File: src/rtl/zx_clock_contend.sv
// ZX48-family CPU clock-enable generator and ULA contention controller.
// Divides the 28 MHz master clock into enable strobes and stalls the CPU during video fetch.
module zx_clock_contend #(
  parameter int MODEL    = 0,
  parameter int TURBO_EN = 1,
  parameter int IOCONT   = 1
) (
  input  logic        i_clock,
  input  logic        i_reset,
  input  logic [1:0]  i_turbo,
  input  logic        i_de,
  input  logic [2:0]  i_hc,
  input  logic        i_mreq,
  input  logic        i_iorq,
  input  logic [15:0] i_a,
  input  logic [2:0]  i_bank,
  output logic        o_ce14p,
  output logic        o_ce14n,
  output logic        o_ce70p,
  output logic        o_ce70n,
  output logic        o_ce35p,
  output logic        o_ce35n,
  output logic        o_ce17p,
  output logic        o_ce17n,
  output logic        o_cpu_cep,
  output logic        o_cpu_cen,
  output logic        o_contend
);

  logic [3:0] r_c;
  logic [1:0] r_speed;
  logic       r_mreq_s;
  logic       r_iorq_s;
  logic       r_contend_d;
  logic       r_ce14p, r_ce14n, r_ce70p, r_ce70n;
  logic       r_ce35p, r_ce35n, r_ce17p, r_ce17n;

  logic [1:0] w_turbo_req;
  logic       w_pe;
  logic       w_ne;
  logic       w_cont_addr;
  logic       w_window;
  logic       w_mcont;
  logic       w_icont;
  logic       w_unused;

  assign w_unused = ^{i_bank[1], i_a[13:1]};

  // Reserved speed code 3 behaves as the stock 3.5 MHz rate.
  assign w_turbo_req = (TURBO_EN != 0 && i_turbo != 2'd3) ? i_turbo : 2'd0;

  always_comb begin
    w_pe = r_ce35n;
    w_ne = r_ce35p;
    case (r_speed)
      2'd1: begin
        w_pe = r_ce70n;
        w_ne = r_ce70p;
      end
      2'd2: begin
        w_pe = r_ce14n;
        w_ne = r_ce14p;
      end
      default: begin
        w_pe = r_ce35n;
        w_ne = r_ce35p;
      end
    endcase
  end

  always_comb begin
    w_cont_addr = (i_a[15:14] == 2'b01);
    if (MODEL == 1)
      w_cont_addr = (i_a[15:14] == 2'b01) || (i_a[15:14] == 2'b11 && i_bank[0]);
    else if (MODEL == 2)
      w_cont_addr = (i_a[15:14] == 2'b01) || (i_a[15:14] == 2'b11 && i_bank[2]);
  end

  always_comb begin
    if (MODEL == 2)
      w_window = (i_hc != 3'd1);
    else
      w_window = (i_hc <= 3'd5);
  end

  // The _s samples only move on cpu_cep, so a stalled request keeps its "new" qualifier.
  assign w_mcont = ~i_mreq & w_cont_addr & r_mreq_s;
  assign w_icont = (IOCONT != 0 && MODEL < 2) ?
                   (~i_iorq & r_iorq_s & (~i_a[0] | w_cont_addr)) : 1'b0;

  assign o_contend = (r_speed == 2'd0) & i_de & w_window & (w_mcont | w_icont);

  // A falling half-cycle that began before the stall is allowed to complete.
  assign o_cpu_cep = w_pe & ~o_contend;
  assign o_cpu_cen = w_ne & (~o_contend | r_contend_d);

  assign o_ce14p = r_ce14p;
  assign o_ce14n = r_ce14n;
  assign o_ce70p = r_ce70p;
  assign o_ce70n = r_ce70n;
  assign o_ce35p = r_ce35p;
  assign o_ce35n = r_ce35n;
  assign o_ce17p = r_ce17p;
  assign o_ce17n = r_ce17n;

  always_ff @(posedge i_clock or negedge i_reset) begin
    if (!i_reset) begin
      r_c         <= 4'd0;
      r_speed     <= 2'd0;
      r_mreq_s    <= 1'b1;
      r_iorq_s    <= 1'b1;
      r_contend_d <= 1'b0;
      r_ce14p     <= 1'b0;
      r_ce14n     <= 1'b0;
      r_ce70p     <= 1'b0;
      r_ce70n     <= 1'b0;
      r_ce35p     <= 1'b0;
      r_ce35n     <= 1'b0;
      r_ce17p     <= 1'b0;
      r_ce17n     <= 1'b0;
    end else begin
      r_c     <= r_c + 4'd1;
      r_ce14n <= ~r_c[0];
      r_ce14p <= r_c[0];
      r_ce70n <= (r_c[1:0] == 2'b00);
      r_ce70p <= (r_c[1:0] == 2'b10);
      r_ce35n <= (r_c[2:0] == 3'b000);
      r_ce35p <= (r_c[2:0] == 3'b100);
      r_ce17n <= (r_c == 4'd0);
      r_ce17p <= (r_c == 4'd8);
      // Speed only changes on a 3.5 MHz boundary so no CPU period is ever split.
      if (r_c[2:0] == 3'b000)
        r_speed <= w_turbo_req;
      if (o_cpu_cep) begin
        r_mreq_s <= i_mreq;
        r_iorq_s <= i_iorq;
      end
      if (r_ce14p)
        r_contend_d <= o_contend;
    end
  end

endmodule

File: config.mk
export PLATFORM = sky130hd
export DESIGN_NAME = zx_clock_contend
export DESIGN_NICKNAME = d
export VERILOG_FILES = /design/src/rtl/zx_clock_contend.sv
export SDC_FILE = /design/constraint.sdc
export NUM_CORES = 1
export LEC_CHECK = 0
export BUFFER_PORTS_ARGS = -buffer_cell sky130_fd_sc_hd__buf_2
export CORE_UTILIZATION = 42
export DETAILED_ROUTE_END_ITERATION = 16
export PLACE_DENSITY = 0.86
export SLEW_MARGIN = 5
export SYNTH_ARGS = -nofsm -noshare
export SYNTH_HDL_FRONTEND = slang
export SYNTH_SLANG_ARGS = --single-unit
File: constraint.sdc
create_clock -name i_clock -period 1.7 [get_ports i_clock]
set_clock_uncertainty 0.2 [all_clocks]
set_input_delay 0.255 -clock i_clock [delete_from_list [all_inputs] [get_ports i_clock]]
set_output_delay 0.255 -clock i_clock [all_outputs]
set_load 0.005 [all_outputs]
Word level (Yosys, flattened, before mapping):

Cells that the tools add are included.

* $add $sub $neg: 1
* $lt $le $gt $ge: 1
* equal/unequal tests: 7
* multiplexer cells: 3
* bitwise operators: 17
* reduce and logical (&&, ||, !) cells: 4

Operators by type and width (count)
* $and 1x1->1: 9
* $not 1->1: 5
* $add 4x1->4 const B: 1
* $eq 2x1->1 const B: 2
* $eq 2x2->1 const B: 2
* $eq 4x4->1 const B: 1
* $logic_not 2->1: 2
* $logic_not 4->1: 1
* $pmux 1 s2: 2
* $eq 3x3->1 const B: 1
* $le 3x3->1 const B: 1
* $logic_not 3->1: 1
* $or 1x1->1: 3
* $mux 2: 1
* $ne 2x2->1 const B: 1

* register bits: 17
* output and inout port bits: 11
* logic and storage cells: 46

Depth between registers and ports, before layout:

* word-level depth: 8
* mapped depth: 6
* mapped depth without buffers: 6

Worst setup path after synthesis:

No wires, ideal clock.

* path type: register to output
* start point: register r_speed[0]
* end point: output port o_cpu_cen
* arrival: 1.154 ns
* slack: 0.091 ns
* stages on the path, launching flop included: 7
* buffers on the path: 0
* path through: dfrtp_1 inv_1 ha_1 nand2_1 a21oi_1 o21a_2 a221oi_1

* cells in the longest elaborated chain, start to end: 7

Ends and longest elaborated chain
* start: declaration: RTL line 31 `logic [1:0] r_speed;`
* start signal: assignment: RTL line 133 `r_speed <= w_turbo_req;`
* $logic_not 2->1: RTL line 91 `assign o_contend = (r_speed == 2'd0) & i_de & w_window & (w_mcont | w_icont);`
* $and 1x1->1 (3 in a row): RTL line 91
* net o_contend: RTL line 27 `output logic o_contend`
* $not 1->1: RTL line 95 `assign o_cpu_cen = w_ne & (~o_contend | r_contend_d);`
* $or 1x1->1: RTL line 95
* $and 1x1->1: RTL line 95
* end: declaration: RTL line 26 `output logic o_cpu_cen,`

The timed path passes the listed nets, and every way through them passes these cells.

Worst setup path after layout:

* start point: register r_speed[0]
* end point: output port o_cpu_cen

* cells in the longest elaborated chain, start to end: 7

Ends and longest elaborated chain (RTL line)
* $logic_not 2->1: 91
* $and 1x1->1 (3 in a row): 91
* $not 1->1: 95
* $or 1x1->1: 95
* $and 1x1->1 (*): 95

Mark *: on every way between the ends. The rest lies on a longest branch, timed or not.

==> impl_metrics.py <==
metrics = {
    "drt": {
        "route.detailed.drc": 0,
        "antenna_left": 0,
        "avgViaCountPerCell": 5.03,
        "vias": 624,
        "detail_route.wl_per_cell_um": 11.9,
        "first_iter_violations": 4,
        "wirelength_um": 1480,
        "dr.pass1.iters": 5,
    },
    "timing": {
        "holdWs_ns": 0.0150,
        "worst_slack_ns": -0.295,
        "tightest_slew_ns": 0.347,
        "fmax_mhz": 501,
        "setup_violations": 4,
        "max_slew_margin_pct": 76.9,
        "layout_min_cycle_time_ns": 1.99,
        "timing.final.crit_share_pct": 117,
        "drv_slew": 0,
        "grt_setup_unrepaired": "true",
        "finalHoldViolations": 0,
    },
    "logic_synthesis": {
        "synth_fp_nets": 97,
        "ys_warn_count": 0,
        "synth-main-ff-cell": "dfrtp_1",
        "ys_types": 28,
        "synth_top_area_share_pct": 47.5,
        "synth_area_leader_cell": "dfrtp_1",
        "syn_avg_cell_area_um2": 11.9,
        "ys_seq_area_share_pct": 54.7,
        "ys_async_sr_fraction_pct": 100,
        "synth_most_common_cell": "dfrtp_1",
        "syn_inst": 62,
        "syn_area_um2": 737,
        "synth-edff-count": 0,
        "synth_area_leaders": "dfrtp_1, ha_1, dfstp_2",
        "ys_top_cells_by_count": "dfrtp_1, inv_1, ha_1",
        "ys_seq_elements": 16,
    },
    "global_route": {
        "grt_overflow": 0,
        "first_global_vias": 655,
        "antenna_found_initial": 0,
        "track_usage_pct": 18.3,
        "grt_max_degree": 17,
        "grt_pass1_wl_um": 2530,
    },
    "clock_tree": {
        "cts_root_buf": "clkbuf_4",
        "cts_buffers": 3,
        "clock_latency_ns": 0.28,
        "htree_levels": 1,
        "clock_path_buffers": 2,
        "cts_tree": "done",
        "cts.reportedPaths.clkPinSlew_ns": 0.09,
        "cts.sinks": 16,
    },
    "floorplanning": {
        "rows": 14,
        "dieHeight_um": 43.9,
        "die_w_um": 43.9,
        "start_util_pct": 46.7,
        "ioPinCount": 40,
        "coreArea_um2": 1580,
        "die_area_um2": 1930,
    },
    "pwr": {
        "total_power_mw": 0.740,
        "irDropWorstVdd_uv": 627,
        "p_per_area_nw_per_um2": 662,
        "leakagePower_nw": 0.557,
    },
    "critical_path": {
        "crit_start": "r_speed[0]",
        "worst-path-max-fanout": 3,
        "critPathKind": "flip-flop to output pin",
        "ff2ff_path_depth": 11,
        "r2r_slack_ns": -0.17,
        "worstPathRequired_ns": 1.24,
        "crit_path_end": "o_cpu_cen",
        "cp-end-kind": "output pin",
        "r2r-end": "r_mreq_s",
        "crit_arrival_ns": 1.54,
        "critPathLaunchType": "flip-flop",
        "timing.rr.start": "r_speed[0]",
    },
    "outcome": {
        "violations": "setup timing",
        "status": "finished, violations left",
    },
    "final_layout": {
        "fill_cells": 119,
        "antenna_cells": 0,
        "num-nets-final": 145,
        "drive_above_1_share_pct": 59.3,
        "fin_cells": 124,
        "area_growth_pct": 51.6,
    },
    "place": {
        "routabilityCongestion": 0.695,
        "dp_cells": 111,
        "dp.final_hpwl_um": 1090,
        "portBuffers": 22,
    },
    "min_path": {
        "whs_path_depth": 3,
        "worstHoldPathType": "input port to flip-flop",
    },
    "job": {
        "maxCapViolCount": 0,
    },
}
final cells by class:
class | count | area [um2] | share of cell area, %
sequential | 16 | 403 | 36.1
multi-input combinational | 38 | 358 | 32.0
timing repair buffer | 43 | 284 | 25.4
inverter | 8 | 30.0 | 2.69
clock buffer | 3 | 22.5 | 2.02
tap | 16 | 20.0 | 1.79
worst min-delay path by stage:
stage,startpoint,endpoint,slack (ns)
2_1_floorplan,i_reset,o_ce14p,-0.24
3_3_place_gp,i_reset,o_ce17n,-0.03
3_5_place_dp,i_reset,r_c[2],-0.01
4_1_cts,i_turbo[1],r_speed[1],0.006
5_1_grt,i_turbo[1],r_speed[1],0.01
6_report,i_turbo[1],r_speed[1],0.02
report_power, final:
part,leakage [nW],switching (mW),internal [mW],total (mW)
Clock,0.0138,0.109,0.0822,0.192
Combinational,0.346,0.0602,0.0853,0.146
Sequential,0.197,0.00722,0.396,0.403
Total,0.557,0.177,0.563,0.740
routing by layer:
metal  routed length, um  vias to the layer above  track usage [%]
met3                  65                        5             2.92
met5                   0                        -                0
met2                 802                       21             33.4
met4                  41                        0             10.9
li1                    -                      306                -
met1                 569                      292             19.6
worst max-delay path, cell delays in order (launching register included):
cell and delay [ns]:
dfrtp_1 0.40, inv_2 0.10, ha_2 0.19, buf_4 0.10, a22oi_1 0.08, a221oi_2 0.24, buf_2 0.15
state kept, by name, indices dropped and copies added (netlist names):
signal and flops:
r_contend_d 1, r_speed 2, o_ce70p 1, o_ce17p 1, o_ce35n 1, r_iorq_s 1, r_mreq_s 1, r_c 4
o_ce14p 1, o_ce35p 1, o_ce17n 1, o_ce70n 1
kinds of logic (layout without fill, tap and decap cells):
kind of cell               Yosys count  in the layout  synth area share [%]
muxes                                2              2                  3.40
buffers and inverters                8             54                  4.07
adders and majority gates            6              6                  10.2
DFF                                 16             16                  54.7
and+or+nand+nor                     15             15                  11.0
AOI/OAI and AO/OA                   13             13                  14.3
xor gates and xnor gates             2              2                  2.38
what timing repair did:
action                     in CTS  in global routing
setup endpoints to repair       4                  6
hold buffers                    1                  0
gates resized for setup        13                  3
setup buffers                   7                  2
pin swaps                       2                  0
hold endpoints to repair       16                  0
stage by stage:
stage,utilization [%],setup slack [ns],TNS (ns),instance area [um2]
final,70.9,-0.295,-0.962,1120
after global placement,60.2,-0.0853,-0.170,950
after floorplan,-,0.0908,0,737
after global routing,70.9,-0.376,-1.42,1120
after detailed placement,60.2,-0.116,-0.231,950
after CTS,69.2,-0.294,-0.984,1090
layout by cell type (no fill, tap or decap), drive strengths merged, types with 2 or more instances in the layout:
cell,instances
a21oi,2
a221oi,2
and2,2
buf,42
clkbuf,3
dfrtp,14
dfstp,2
ha,6
inv,8
nand2,2
nand2b,3
nand3b,2
nor2,4
o21ai,2
(Power assumes the default switching activity.)
